$ cat config.mk
export PLATFORM = sky130hd
export DESIGN_NAME = rvga_debugtrace_flat
export DESIGN_NICKNAME = d
export VERILOG_FILES = /design/src/rtl/rvga_debugtrace_if.sv /design/src/rtl/rvga_debugtrace.sv /design/src/flat_wrapper.sv
export SDC_FILE = /design/constraint.sdc
export NUM_CORES = 1
export LEC_CHECK = 0
export ABC_AREA = 1
export CAP_MARGIN = 30
export CORE_MARGIN = 3
export CORE_UTILIZATION = 55
export CTS_CLUSTER_SIZE = 8
export DETAILED_ROUTE_END_ITERATION = 8
export GPL_ROUTABILITY_DRIVEN = 0
export PLACE_DENSITY = 0.78
export SYNTH_ARGS = -nofsm -noshare
export SYNTH_HDL_FRONTEND = slang
export SYNTH_SLANG_ARGS = --single-unit
$ cat constraint.sdc
create_clock -name clk_i -period 4.8 [get_ports clk_i]
set_input_delay 0.96 -clock clk_i [delete_from_list [all_inputs] [get_ports clk_i]]
set_output_delay 0.96 -clock clk_i [all_outputs]
set_load 0.01 [all_outputs]
$ cat src/rtl/rvga_debugtrace_if.sv
// Decoded-instruction debug bus driven by the decoder and observed by trace logic.
interface rvga_debugbus_if;
  logic [6:0] opcode;
  logic [2:0] inst_type;
  logic [2:0] brop;
  logic [2:0] ldop;
  logic [1:0] strop;
  logic [3:0] artop;

  modport o (output opcode, output inst_type, output brop, output ldop, output strop, output artop);
  modport i (input opcode, input inst_type, input brop, input ldop, input strop, input artop);
endinterface

$ cat src/rtl/rvga_debugtrace.sv
// Observation-only trace stage: snapshots decoded instructions into a FWFT FIFO
// and keeps saturating per-class instruction counters for a debug host.
module rvga_debugtrace #(
  parameter int DEPTH   = 8,
  parameter int CNT_W   = 16,
  parameter int TRACE_W = 22
) (
  input  logic               clk_i,
  input  logic               rst_i,
  rvga_debugbus_if.i         dbg,
  input  logic               dbg_valid_i,
  input  logic               clear_i,
  output logic [TRACE_W-1:0] trace_data_o,
  output logic               trace_valid_o,
  input  logic               trace_ready_i,
  output logic               overflow_o,
  output logic [CNT_W-1:0]   drop_cnt_o,
  output logic [CNT_W-1:0]   total_cnt_o,
  output logic [CNT_W-1:0]   ld_cnt_o,
  output logic [CNT_W-1:0]   st_cnt_o,
  output logic [CNT_W-1:0]   br_cnt_o,
  output logic [CNT_W-1:0]   jmp_cnt_o
);
  localparam int AW = $clog2(DEPTH);
  localparam logic [AW:0] FULL_CNT = (AW+1)'(DEPTH);
  localparam logic [6:0] OP_LOAD   = 7'b0000011;
  localparam logic [6:0] OP_STORE  = 7'b0100011;
  localparam logic [6:0] OP_BRANCH = 7'b1100011;
  localparam logic [6:0] OP_JAL    = 7'b1101111;
  localparam logic [6:0] OP_JALR   = 7'b1100111;

  logic [TRACE_W-1:0] mem_q [DEPTH];
  logic [AW-1:0]      wr_ptr_q, wr_ptr_d, rd_ptr_q, rd_ptr_d;
  logic [AW:0]        count_q, count_d;
  logic               overflow_q, overflow_d;
  logic [CNT_W-1:0]   drop_q, drop_d, total_q, total_d;
  logic [CNT_W-1:0]   ld_q, ld_d, st_q, st_d, br_q, br_d, jmp_q, jmp_d;
  logic [TRACE_W-1:0] entry;
  logic               full, pop, push_ok, drop;
  logic               is_ld, is_st, is_br, is_jmp;

  // Host handshake: an entry leaves the FIFO on a rising edge where
  // trace_valid_o && trace_ready_i; valid never depends on ready or dbg_valid_i.
  assign trace_valid_o = (count_q != '0);
  assign trace_data_o  = mem_q[rd_ptr_q];
  assign full          = (count_q == FULL_CNT);
  assign pop           = trace_valid_o && trace_ready_i;
  assign push_ok       = dbg_valid_i && (!full || pop);
  assign drop          = dbg_valid_i && full && !pop;

  assign entry  = {dbg.opcode, dbg.inst_type, dbg.brop, dbg.ldop, dbg.strop, dbg.artop};
  assign is_ld  = (dbg.opcode == OP_LOAD);
  assign is_st  = (dbg.opcode == OP_STORE);
  assign is_br  = (dbg.opcode == OP_BRANCH);
  assign is_jmp = (dbg.opcode == OP_JAL) || (dbg.opcode == OP_JALR);

  function automatic logic [CNT_W-1:0] sat_inc(input logic [CNT_W-1:0] v, input logic en);
    return (en && (v != {CNT_W{1'b1}})) ? v + CNT_W'(1) : v;
  endfunction

  always_comb begin
    wr_ptr_d   = wr_ptr_q;
    rd_ptr_d   = rd_ptr_q;
    count_d    = count_q;
    overflow_d = overflow_q;
    drop_d     = drop_q;
    total_d    = total_q;
    ld_d       = ld_q;
    st_d       = st_q;
    br_d       = br_q;
    jmp_d      = jmp_q;
    if (clear_i) begin
      wr_ptr_d   = '0;
      rd_ptr_d   = '0;
      count_d    = '0;
      overflow_d = 1'b0;
      drop_d     = '0;
      total_d    = '0;
      ld_d       = '0;
      st_d       = '0;
      br_d       = '0;
      jmp_d      = '0;
    end else begin
      wr_ptr_d = wr_ptr_q + AW'(push_ok);
      rd_ptr_d = rd_ptr_q + AW'(pop);
      case ({push_ok, pop})
        2'b10:   count_d = count_q + (AW+1)'(1);
        2'b01:   count_d = count_q - (AW+1)'(1);
        default: count_d = count_q;
      endcase
      // Dropped requests are still classified; only storage is skipped.
      overflow_d = overflow_q | drop;
      drop_d     = sat_inc(drop_q, drop);
      total_d    = sat_inc(total_q, dbg_valid_i);
      ld_d       = sat_inc(ld_q, dbg_valid_i && is_ld);
      st_d       = sat_inc(st_q, dbg_valid_i && is_st);
      br_d       = sat_inc(br_q, dbg_valid_i && is_br);
      jmp_d      = sat_inc(jmp_q, dbg_valid_i && is_jmp);
    end
  end

  always_ff @(posedge clk_i or posedge rst_i) begin
    if (rst_i) begin
      wr_ptr_q   <= '0;
      rd_ptr_q   <= '0;
      count_q    <= '0;
      overflow_q <= 1'b0;
      drop_q     <= '0;
      total_q    <= '0;
      ld_q       <= '0;
      st_q       <= '0;
      br_q       <= '0;
      jmp_q      <= '0;
    end else begin
      wr_ptr_q   <= wr_ptr_d;
      rd_ptr_q   <= rd_ptr_d;
      count_q    <= count_d;
      overflow_q <= overflow_d;
      drop_q     <= drop_d;
      total_q    <= total_d;
      ld_q       <= ld_d;
      st_q       <= st_d;
      br_q       <= br_d;
      jmp_q      <= jmp_d;
    end
  end

  // Storage carries no reset; stale entries are masked by trace_valid_o.
  always_ff @(posedge clk_i) begin
    if (push_ok && !clear_i) mem_q[wr_ptr_q] <= entry;
  end

  assign overflow_o  = overflow_q;
  assign drop_cnt_o  = drop_q;
  assign total_cnt_o = total_q;
  assign ld_cnt_o    = ld_q;
  assign st_cnt_o    = st_q;
  assign br_cnt_o    = br_q;
  assign jmp_cnt_o   = jmp_q;
endmodule
$ cat src/flat_wrapper.sv
// flat-port wrapper written by rule: the top's interface ports become plain ports
module rvga_debugtrace_flat 
#(
  parameter int DEPTH   = 8,
  parameter int CNT_W   = 16,
  parameter int TRACE_W = 22
)
  (clk_i, rst_i, dbg_valid_i, clear_i, trace_data_o, trace_valid_o, trace_ready_i, overflow_o, drop_cnt_o, total_cnt_o, ld_cnt_o, st_cnt_o, br_cnt_o, jmp_cnt_o, dbg_opcode, dbg_inst_type, dbg_brop, dbg_ldop, dbg_strop, dbg_artop);
  rvga_debugbus_if dbg_i ();
  input  logic clk_i;
  input  logic rst_i;
  input  logic dbg_valid_i;
  input  logic clear_i;
  output logic [TRACE_W-1:0] trace_data_o;
  output logic trace_valid_o;
  input  logic trace_ready_i;
  output logic overflow_o;
  output logic [CNT_W-1:0] drop_cnt_o;
  output logic [CNT_W-1:0] total_cnt_o;
  output logic [CNT_W-1:0] ld_cnt_o;
  output logic [CNT_W-1:0] st_cnt_o;
  output logic [CNT_W-1:0] br_cnt_o;
  output logic [CNT_W-1:0] jmp_cnt_o;
  input wire logic [$bits(dbg_i.opcode)-1:0] dbg_opcode;
  input wire logic [$bits(dbg_i.inst_type)-1:0] dbg_inst_type;
  input wire logic [$bits(dbg_i.brop)-1:0] dbg_brop;
  input wire logic [$bits(dbg_i.ldop)-1:0] dbg_ldop;
  input wire logic [$bits(dbg_i.strop)-1:0] dbg_strop;
  input wire logic [$bits(dbg_i.artop)-1:0] dbg_artop;
  assign dbg_i.opcode = dbg_opcode;
  assign dbg_i.inst_type = dbg_inst_type;
  assign dbg_i.brop = dbg_brop;
  assign dbg_i.ldop = dbg_ldop;
  assign dbg_i.strop = dbg_strop;
  assign dbg_i.artop = dbg_artop;
  rvga_debugtrace #(.DEPTH(DEPTH), .CNT_W(CNT_W), .TRACE_W(TRACE_W)) u_core (.clk_i(clk_i), .rst_i(rst_i), .dbg(dbg_i), .dbg_valid_i(dbg_valid_i), .clear_i(clear_i), .trace_data_o(trace_data_o), .trace_valid_o(trace_valid_o), .trace_ready_i(trace_ready_i), .overflow_o(overflow_o), .drop_cnt_o(drop_cnt_o), .total_cnt_o(total_cnt_o), .ld_cnt_o(ld_cnt_o), .st_cnt_o(st_cnt_o), .br_cnt_o(br_cnt_o), .jmp_cnt_o(jmp_cnt_o));
endmodule
* Word level (Yosys, flattened, before mapping) *
Memory sizes are Yosys's and may differ from the RTL's.
Index checks and enable logic that the tools add are counted.

storage, ports and cells
  register bits after elaboration = 107
  RAM bits = 176
  input port bits = 27
  output and inout bits = 120
  memories kept = 1

memories
  memory        depth  bits a word  rd ports  clocked after Yosys merged registers in  wr ports  line                   source
  u_core.mem_q  8      22           1         0                                        1         rvga_debugtrace.sv:32  logic [TRACE_W-1:0] mem_q [DEPTH];

operators by class
  add/subtract/negate cells = 10
  equality and inequality tests = 14
  muxes and demuxes = 19
  bitwise logic cells = 1
  reduce and logical (&&, ||, !) cells = 28

operators with widths
  kind                   number
  $mux 16                12
  $add 16x1->16 const B  6
  $ne 16x16->1 const B   6
  $eq 7x7->1 const B     3
  $logic_and 1x1->1      15
  $reduce_bool 2->1      6
  $pmux 4 s2             1
  $eq 7x2->1 const B     1
  $eq 7x6->1 const B     1
  $add 3x1->3            2
  $mux 3                 2
  $add 4x1->4 const B    1
  $eq 4x4->1 const B     1
  $mux 4                 1
  $reduce_bool 4->1      1
  $sub 4x1->4 const B    1
  $logic_not 1->1        3
  $mux 1                 3
  $reduce_bool 3->1      1
  $eq 2x1->1 const B     1
  $eq 2x2->1 const B     1
  $logic_or 1x1->1       2
  $or 1x1->1             1

* Longest topological paths before layout *
Gate-level depths: netlist of run 1.

  word-level depth = 7
  depth in mapped cells = 12
  mapped depth without buffers = 12

* Worst setup path before layout of run 1 *
OpenSTA, ideal clock, no wires.

  kind = input to register
  from = input port clear_i
  to = memory u_core.mem_q[0][0], enable pin
  setup time = 0.401 ns
  arrival = 2.475 ns
  required time = 4.399 ns
  setup slack = 1.924 ns
  stages on the path = 5
  path buffers = 2
  cells stage by stage = buf_4 > clkbuf_1 > nor2_1 > nand2_1 > nor2_1

on the way
  longest elaborated chain between the ends = 4

RTL lines
  what                          line                    source
  from (decl)                   flat_wrapper.sv:13      input logic clear_i;
  $logic_not 1->1               rvga_debugtrace.sv:130  if (push_ok && !clear_i) mem_q[wr_ptr_q] <= entry;
  $logic_and 1x1->1             rvga_debugtrace.sv:130
  $mux 1                        rvga_debugtrace.sv:130
  $mux 1 (implied by the code)  rvga_debugtrace.sv:130
  to (decl)                     rvga_debugtrace.sv:32

Every way passes these cells.

* Worst setup path in the final report of run 1 *
  from = register u_core.rd_ptr_q[0]
  to = output port trace_data_o[14]

on the way
  longest elaborated chain between the ends = 1

RTL lines
  what                    line                    source
  from (decl)             rvga_debugtrace.sv:33   logic [AW-1:0] wr_ptr_q, wr_ptr_d, rd_ptr_q, rd_ptr_d;
  from (signal assigned)  rvga_debugtrace.sv:116  rd_ptr_q <= rd_ptr_d;
  $mem_v2 8x22            --
  to (decl)               flat_wrapper.sv:14      output logic [TRACE_W-1:0] trace_data_o;

Every way passes these cells.

==> results.ini, run 1 <==
[floorplanning]
dieArea_um2 = 26400
die_w_um = 162
fp-row-count = 56
die_h_um = 162
coreArea_um2 = 23800
start_util_pct = 56.7
ioPinCount = 147

[worst_setup_path]
rrSetupSlack_ps = 2590
crit_arrival_ps = 2920
cp_max_fo = 89
critPathLaunchType = flip-flop
worstPathRequired_ps = 3840
cp-endpoint = trace_data_o[14]
critical_path_class = reg -> out
reg2reg_depth = 9
cp-end-kind = output pin
reg2reg_from = u_core.drop_cnt_o[0]$_DFFE_PP0P_
cp-startpoint = u_core.rd_ptr_q[0]$_DFF_PP0_
worstReg2RegEnd = u_core.drop_cnt_o[4]$_DFFE_PP0P_

[synth]
yosysSeqAreaShare_pct = 59.1
synth_area_leaders = edfxtp_1 39%, dfrtp_1 20%, nand2_1 9.1%
synthDistinctLibCells = 36
synth_commonest_cells = 325 x nand2_1, 247 x nor2_1, 176 x edfxtp_1
syn_area_per_cell_um2 = 9.45
synth_warnings = 0
synthCells = 1424
synth_edf_count = 176
synth_most_common_cell = nand2_1
ys.flop_type = edfxtp_1
synth.largest_area_cell = edfxtp_1
synth-async-reset-ratio_pct = 37.8
synth_top_area_share_pct = 39.3
netlist_area_um2 = 13500
syn_nets = 1463
yosys_register_bits = 283

[clock_network]
holdBufCountCts = 0
cts-buffers-inserted = 41
clk_path_buf_depth = 3
root_buffer = clkbuf_16
postCtsSetupBuffers = 0
h-tree-depth = 2
clock_sinks = 283
cts_resized = 0
path_clk_slew_ps = 50
tritoncts = built
clk_latency_ps = 510

[power_and_ir_drop]
seqPwrFrac_pct = 41.2
p_leak_uw = 0.00636
clkPwrFrac_pct = 39.6
power_density_nw_per_um2 = 403
p_switching_uw = 1800
power.total_uw = 6600
sw_frac_of_total_pct = 27.2
combPwrFrac_pct = 19.2
peakVddDrop_mv = 0.375
internal_power_uw = 4800

[routing]
drt-initial-drc-count = 1046
wirelength_um = 32500
antenna_left = 0
first_pass_iters = 7
route.detailed.drc = 0
vias_per_cell = 5.62
wl_per_cell_um = 17.0
route.vias.total = 10700

[cells_and_area]
drive_gt1_share_pct = 6.54
postLayoutCellArea_um2 = 16400
fin_nets = 1614
area_growth_pct = 21.7
fill_cells = 1711
n_antenna_cell = 0

[sta]
skew_ps = 10.5
fin_ws_ps = 919
rsz0062_at_grt = no
setup_tns_ps = 0
slew_headroom_pct = 34.1
setup_viol = 0
finalHoldViolCount = 0
finalCritPeriodShare_pct = 80.9
drv_slew = 0
tightestPinTransition_ps = 988
holdWs_ps = 530
fin_crit_ps = 3880
fmax_mhz = 258

[hold_path]
hold_class = reg -> reg

[grt]
grt_pass1_vias = 10700
grt_start_max_net_pins = 90
grt.overflow.total = 0
antenna_found_initial = 1
grt_first_pass_wirelength_um = 53400
grt_use_total_pct = 24.9

[placement]
pre_cts_slack_ps = 1430
dpl_cell_area_um2 = 15200
hpwl_um = 20200
port-buffer-count = 146

[run_status]
status = finished, final reports clean

[job]
drv.max_cap_violation_count = 0

## per-layer routing
layer	vias up	GRT usage, %	routed length, um	part of all wire [%]
met2	436	41.1	15800	49
met3	65	5.26	2460	7.6
met5	-	0	7	0.022
met4	2	8.57	699	2.1
met1	5116	33.0	13600	42
li1	5110	-	-	-
## sequential cells by signal (all words and copies together), names as in the netlist
signal,flops
u_core.count_q,4
u_core.total_cnt_o,16
u_core.drop_cnt_o,16
u_core.mem_q,176
u_core.br_cnt_o,16
u_core.wr_ptr_q,3
u_core.st_cnt_o,16
u_core.ld_cnt_o,16
u_core.jmp_cnt_o,16
u_core.rd_ptr_q,3
u_core.overflow_o,1
## cells by family after synthesis
logic type,share of synthesized area [%]
compound gates,7.49
xor+xnor,3.38
fa+ha+maj,1.12
buf+inv,5.06
flops,59.1
simple gates,23.8
## power groups by stage
stage | clock network, uW | logic, uW | registers [uW]
floorplan | 0 | 796 | 2730
finish | 2610 | 1270 | 2720
detailed placement | 0 | 1250 | 2760
CTS | 2650 | 1270 | 2720
global route | 2760 | 1400 | 2730
global placement | 0 | 1220 | 2760
## per-stage QoR
step	util (%)	instances
after floorplan	-	1424
after global placement	64.1	1851
after detailed placement	64.1	1851
after CTS	69.0	1909
after global routing	69.0	1909
final	69.0	1909
## cell type report
| class | count | area (um2) | share of cell area (%) |
|---|---|---|---|
| Clock buffer | 55 | 1100 | 6.71 |
| Tap cell | 319 | 399 | 2.44 |
| Multi-Input combinational cell | 978 | 4840 | 29.5 |
| Sequential cell | 283 | 7970 | 48.6 |
| Timing Repair Buffer | 163 | 1610 | 9.82 |
| Inverter | 108 | 408 | 2.49 |
| Clock inverter | 3 | 66.3 | 0.405 |
## worst min path at each step
stage	depth (start not counted)	end	startpoint
after floorplan	2	u_core.count_q[1]$_DFFE_PP0P_	u_core.count_q[1]$_DFFE_PP0P_
after global placement	2	u_core.br_cnt_o[1]$_DFFE_PP0P_	u_core.br_cnt_o[1]$_DFFE_PP0P_
after detailed placement	2	u_core.br_cnt_o[1]$_DFFE_PP0P_	u_core.br_cnt_o[1]$_DFFE_PP0P_
after CTS	2	u_core.br_cnt_o[1]$_DFFE_PP0P_	u_core.br_cnt_o[1]$_DFFE_PP0P_
after global routing	1	u_core.count_q[0]$_DFFE_PP0P_	u_core.count_q[0]$_DFFE_PP0P_
final	2	u_core.br_cnt_o[1]$_DFFE_PP0P_	u_core.br_cnt_o[1]$_DFFE_PP0P_
## layout by cell type (no fill, tap or decap), drive strengths merged
cell,Yosys,final
nand2,331,331
nor2,250,250
edfxtp,176,176
clkdlybuf4s50,0,145
inv,108,109
dfrtp,107,107
o21ai,98,98
nand3,81,81
clkbuf,28,55
nor3,54,54
xor2,45,45
o32ai,44,44
nand4,28,28
buf,27,18
ha,12,12
o31ai,10,10
xnor2,7,7
nand3b,6,6
a21oi,4,4
nor4,4,4
or2,2,2
o21bai,1,1
and3,1,1
clkinv,0,1
bufinv,0,1
## worst max-delay path: stages (launching register included)
cell	delay, ps
dfrtp_2	350
buf_4	680
nor2_1	140
o32ai_1	410
nand2_1	80
nand2_1	140
clkdlybuf4s50_1	550
Power figures use the tool's default switching activity.
==> inputs of run 2 (changes only) <==
==> constraint.sdc (replaced) <==
create_clock -name clk_i -period 3.7 [get_ports clk_i]
set_input_delay 0.74 -clock clk_i [delete_from_list [all_inputs] [get_ports clk_i]]
set_output_delay 0.74 -clock clk_i [all_outputs]
set_load 0.01 [all_outputs]
==> run 2 against run 1 <==
Effect of this change:
- final area grew 0.47%
- combinational power grew 31%
- die area is the same
- count of clock-buffer cells in the layout grew 1
- first-iteration DRC count shrank 0.19%
- non-clock buffer count grew 7
- utilization grew 0.33 points
- power grew 30%
- worst hold slack lost 17 ps
- global-route usage is essentially flat
- critical path depth grew 1
- critical path type unchanged
- critical endpoint is now trace_data_o[13]
- largest cell class unchanged
- highest routed layer is now met4
==> results.ini, run 2 (synthesized netlist as in run 1, its figures left out) <==
[cells_and_area]
n_antenna_cell = 0
largest-register = u_core.mem_q
area_growth_pct = 22.3
largest_reg_flops = 176
fill_cells = 1718
final_cell_mix = 325 x nand2_1, 239 x nor2_1, 176 x edfxtp_1
seqCellArea_um2 = 7970
fin_nets = 1621
postLayoutCellArea_um2 = 16500
multi_input_area_um2 = 4840
drive_gt1_share_pct = 6.95
layout_commonest_cell = nand2_1

[sta]
drv_slew = 0
finalHoldViolCount = 0
tightestPinTransition_ps = 763
fmax_mhz = 287
fin_crit_ps = 3490
rsz0062_at_grt = no
skew_ps = 14.8
setup_tns_ps = 0
slew_headroom_pct = 49.2
holdWs_ps = 513
finalCritPeriodShare_pct = 94.3
setup_viol = 0

[routing]
wl_per_cell_um = 17.1
wirelength_um = 32800
antenna_left = 0
route.detailed.drc = 0
vias_per_cell = 5.62
route.vias.total = 10800
first_pass_iters = 6
drt-initial-drc-count = 1044

[power_and_ir_drop]
peakVddDrop_mv = 0.335
p_leak_uw = 0.00640
power_density_nw_per_um2 = 523

[grt]
grt_start_max_net_pins = 90
grt_pass1_vias = 10500
antenna_found_initial = 0
grt.overflow.total = 0
grt_use_total_pct = 24.9
grt_first_pass_wirelength_um = 52900

[placement]
hpwl_um = 20700
dpl_cell_area_um2 = 15300
port-buffer-count = 146

[worst_setup_path]
crit_arrival_ps = 2750
critPathLaunchType = flip-flop
cp_max_fo = 48
cp-end-kind = output pin
worstPathRequired_ps = 2960
critical_path_class = reg -> out

[clock_network]
path_clk_slew_ps = 50
holdBufCountCts = 0
clk_path_buf_depth = 3
clock_sinks = 283
h-tree-depth = 2
postCtsSetupBuffers = 0
clk_latency_ps = 530
tritoncts = built
root_buffer = clkbuf_16
cts-buffers-inserted = 41

[floorplanning]
die_w_um = 162
start_util_pct = 56.7
dieArea_um2 = 26400
ioPinCount = 147
coreArea_um2 = 23800
fp-row-count = 56
die_h_um = 162

[job]
drv.max_cap_violation_count = 0

[hold_path]
hold_class = reg -> reg

[run_status]
status = finished, final reports clean

run 2: final timing paths:
path,from,end,slack [ps],depth (start not counted)
max in group asynchronous,rst_i,u_core.ld_cnt_o[11]$_DFFE_PP0P_,2310,3
min in group asynchronous,rst_i,u_core.st_cnt_o[1]$_DFFE_PP0P_,720,2
max reg2reg,u_core.drop_cnt_o[0]$_DFFE_PP0P_,u_core.drop_cnt_o[11]$_DFFE_PP0P_,1460,9
min reg2reg,u_core.overflow_o$_DFF_PP0_,u_core.overflow_o$_DFF_PP0_,510,2
max,u_core.rd_ptr_q[0]$_DFF_PP0_,trace_data_o[13],210,7
min,u_core.overflow_o$_DFF_PP0_,u_core.overflow_o$_DFF_PP0_,510,2
run 2: what timing repair did:
| action | 4_1_cts | 5_1_grt |
|---|---|---|
| hold endpoints to repair | 0 | 0 |
| resized for setup | 0 | 2 |
| endpoints found under the setup margin | 0 | 12 |
run 2: cell type report:
type,count,share of cell area (%)
well taps,319,2.42
repair buffers,170,10.2
multi-input cells,978,29.4
inverters,108,2.48
clock buffers,56,6.70
flip-flops and latches,283,48.4
clock inverters,3,0.418
run 2: stage by stage:
stage | setup slack, ps | std cells | power, uW | util [%]
after floorplan | 143 | 1424 | 4580 | -
after global placement | 612 | 1858 | 5180 | 64.4
after detailed placement | 535 | 1858 | 5230 | 64.4
after CTS | 39.1 | 1917 | 8650 | 69.3
after global routing | 45.4 | 1917 | 8990 | 69.3
final | 210 | 1917 | 8610 | 69.3
run 2: per-layer routing:
metal | track usage [%] | part of all wire (%) | vias to the layer above
met4 | 7.95 | 2.3 | 0
li1 | - | - | 5137
met5 | 0 | 0 | -
met1 | 33.9 | 42 | 5142
met2 | 40.1 | 48 | 436
met3 | 5.54 | 8.1 | 61
run 2: power breakdown:
part           total, uW  switching (uW)  internal (uW)  leakage [uW]
Sequential          3530            74.0           3460       0.00307
Combinational       1660             991            668       0.00276
Clock               3420            1290           2120      0.000564
Total               8610            2360           6250       0.00640
run 2: worst max-delay path, cell delays in order, from the launching register on:
cell             delay, ps
dfrtp_2                410
inv_2                  390
buf_12                 300
nor2_1                  90
o32ai_1                290
nand2_1                 80
nand2_1                 80
clkdlybuf4s50_1        570
==> inputs of run 3 (changes only) <==
--- a/config.mk
+++ b/config.mk
@@ -8,11 +8,11 @@
 export ABC_AREA = 1
 export CAP_MARGIN = 30
 export CORE_MARGIN = 3
-export CORE_UTILIZATION = 55
+export CORE_UTILIZATION = 57
 export CTS_CLUSTER_SIZE = 8
 export DETAILED_ROUTE_END_ITERATION = 8
 export GPL_ROUTABILITY_DRIVEN = 0
-export PLACE_DENSITY = 0.78
+export PLACE_DENSITY = 0.8
 export SYNTH_ARGS = -nofsm -noshare
 export SYNTH_HDL_FRONTEND = slang
 export SYNTH_SLANG_ARGS = --single-unit
==> run 3 against run 2 <==
Effect of this change:
- combinational power grew 2%
- non-clock buffer count shrank 3
- die area shrank 3.4%
- cell count is essentially flat
- clock power grew 2%
- utilization grew 2.6 points
- global-route usage grew 0.93 points
- first-iteration DRC count grew 0.57%
- sequential share of layout area is essentially flat
- setup slack gained 10 ps
- largest cell class unchanged
- largest power group unchanged
- critical path depth is the same
==> results.ini, run 3 (synthesized netlist as in run 1, its figures left out) <==
[placement]
port-buffer-count = 146
dpl_cell_area_um2 = 15300
hpwl_um = 20000

[worst_setup_path]
cpMostUsedCell = nand2_1
worstReg2RegEnd = u_core.drop_cnt_o[14]$_DFFE_PP0P_
critical-path-slowest-cell = clkdlybuf4s50_1
critical_path_class = reg -> out
reg2reg_depth = 8
cp_cell_sequence = inv_2, buf_12, nor2_1, o32ai_1, nand2_1, nand2_1, clkdlybuf4s50_1
cp-endpoint = trace_data_o[13]
slowest_delay_ps = 550
cp_max_fo = 36
reg2reg_from = u_core.drop_cnt_o[0]$_DFFE_PP0P_
cp-startpoint = u_core.rd_ptr_q[0]$_DFF_PP0_
cp-end-kind = output pin
crit_arrival_ps = 2740
worstPathRequired_ps = 2960
rrSetupSlack_ps = 1480
critPathLaunchType = flip-flop

[hold_path]
hold_class = reg -> reg

[power_and_ir_drop]
p_switching_uw = 2410
power_density_nw_per_um2 = 528
clkPwrFrac_pct = 40.1
peakVddDrop_mv = 0.384
sw_frac_of_total_pct = 27.6
internal_power_uw = 6300
combPwrFrac_pct = 19.5
p_leak_uw = 0.00640
seqPwrFrac_pct = 40.4

[floorplanning]
fp-row-count = 55
dieArea_um2 = 25500
die_h_um = 160
die_w_um = 160
start_util_pct = 58.7
coreArea_um2 = 22900
ioPinCount = 147

[grt]
grt.overflow.total = 0
grt_use_total_pct = 25.8
grt_pass1_vias = 10500
grt_first_pass_wirelength_um = 53700
antenna_found_initial = 1
grt_start_max_net_pins = 90

[cells_and_area]
final_cell_mix = 325 x nand2_1, 239 x nor2_1, 176 x edfxtp_1
layout_commonest_cell = nand2_1
fin_nets = 1618
area_growth_pct = 22.4
largest_reg_flops = 176
largest-register = u_core.mem_q
drive_gt1_share_pct = 6.74
n_antenna_cell = 0
postLayoutCellArea_um2 = 16500
finish.utilization_pct = 71.9

[sta]
rsz0062_at_grt = no
setup_viol = 0
finalHoldViolCount = 0
tightestPinTransition_ps = 665
skew_ps = 13.5
finalCritPeriodShare_pct = 94.0
slew_headroom_pct = 55.6
drv_slew = 0
fmax_mhz = 287
setup_tns_ps = 0
fin_crit_ps = 3480

[clock_network]
clk_path_buf_depth = 3
tritoncts = built
holdBufCountCts = 0
cts-buffers-inserted = 41
root_buffer = clkbuf_16
clock_sinks = 283
clk_latency_ps = 530
path_clk_slew_ps = 50
h-tree-depth = 2
postCtsSetupBuffers = 0

[routing]
route.detailed.drc = 0
vias_per_cell = 5.67
wirelength_um = 33300
route.vias.total = 10900
antenna_left = 0
first_pass_iters = 5
wl_per_cell_um = 17.4
drt-initial-drc-count = 1050

[job]
drv.max_cap_violation_count = 0

[run_status]
status = finished, final reports clean

[run 3: changes by cell type in the layout (fill, tap and decap cells not counted), sizes merged]
cell / delta
buf: -3
clkbuf: +8
[run 3: final cells by class]
type                       count  area (um2)
clock buffer                  64        1130
multi-input combinational    978        4840
fill                        1607        6440
inverter                     108         408
timing repair buffer         167        1670
clock inverter                 3        66.3
tap                          313         392
sequential                   283        7970
[run 3: layer usage]
metal  GRT usage [%]  part of all wire, %  up-vias
li1                -                    -     5154
met1            35.2                   42     5161
met2            41.6                   48      474
met3            5.58                  7.5       76
met4            8.32                  2.0        2
met5               0                0.039        -
[run 3: worst min path at each step]
stage | start | endpoint | slack (ps) | cells after the start
6_report | u_core.overflow_o$_DFF_PP0_ | u_core.overflow_o$_DFF_PP0_ | 520 | 2
5_1_grt | u_core.st_cnt_o[9]$_DFFE_PP0P_ | u_core.st_cnt_o[9]$_DFFE_PP0P_ | 560 | 2
4_1_cts | u_core.overflow_o$_DFF_PP0_ | u_core.overflow_o$_DFF_PP0_ | 530 | 2
3_5_place_dp | u_core.overflow_o$_DFF_PP0_ | u_core.overflow_o$_DFF_PP0_ | 490 | 2
3_3_place_gp | u_core.overflow_o$_DFF_PP0_ | u_core.overflow_o$_DFF_PP0_ | 490 | 2
2_1_floorplan | u_core.count_q[1]$_DFFE_PP0P_ | u_core.count_q[1]$_DFFE_PP0P_ | 490 | 2
[run 3: worst max-delay path: cells and delay by family, from the launching register on]
kind / cells / cell delay [ps]
compound gates: 1 / 330
buf+inv: 3 / 1170
flops: 1 / 410
simple gates: 3 / 300
[run 3: power groups by stage]
stage | Clock [uW] | Combinational [uW] | Sequential [uW]
2_1_floorplan | 0 | 1030 | 3550
3_3_place_gp | 0 | 1630 | 3570
6_report | 3490 | 1700 | 3520
4_1_cts | 3540 | 1700 | 3510
3_5_place_dp | 0 | 1680 | 3570
5_1_grt | 3690 | 1870 | 3520
[run 3: timing repair]
action                     4_1_cts  5_1_grt
setup endpoints to repair        0        4
hold endpoints to repair         0        0
gates resized for setup          0        1
[run 3: per-stage QoR]
stage / hold WS [ps] / worst slack (ps) / cells / total power [uW]
after detailed placement: 488 / 575 / 1849 / 5240
after floorplan: 493 / 143 / 1424 / 4580
final: 523 / 220 / 1916 / 8700
after global placement: 485 / 676 / 1849 / 5190
after CTS: 527 / 76.0 / 1916 / 8750
after global routing: 564 / 92.1 / 1916 / 9080
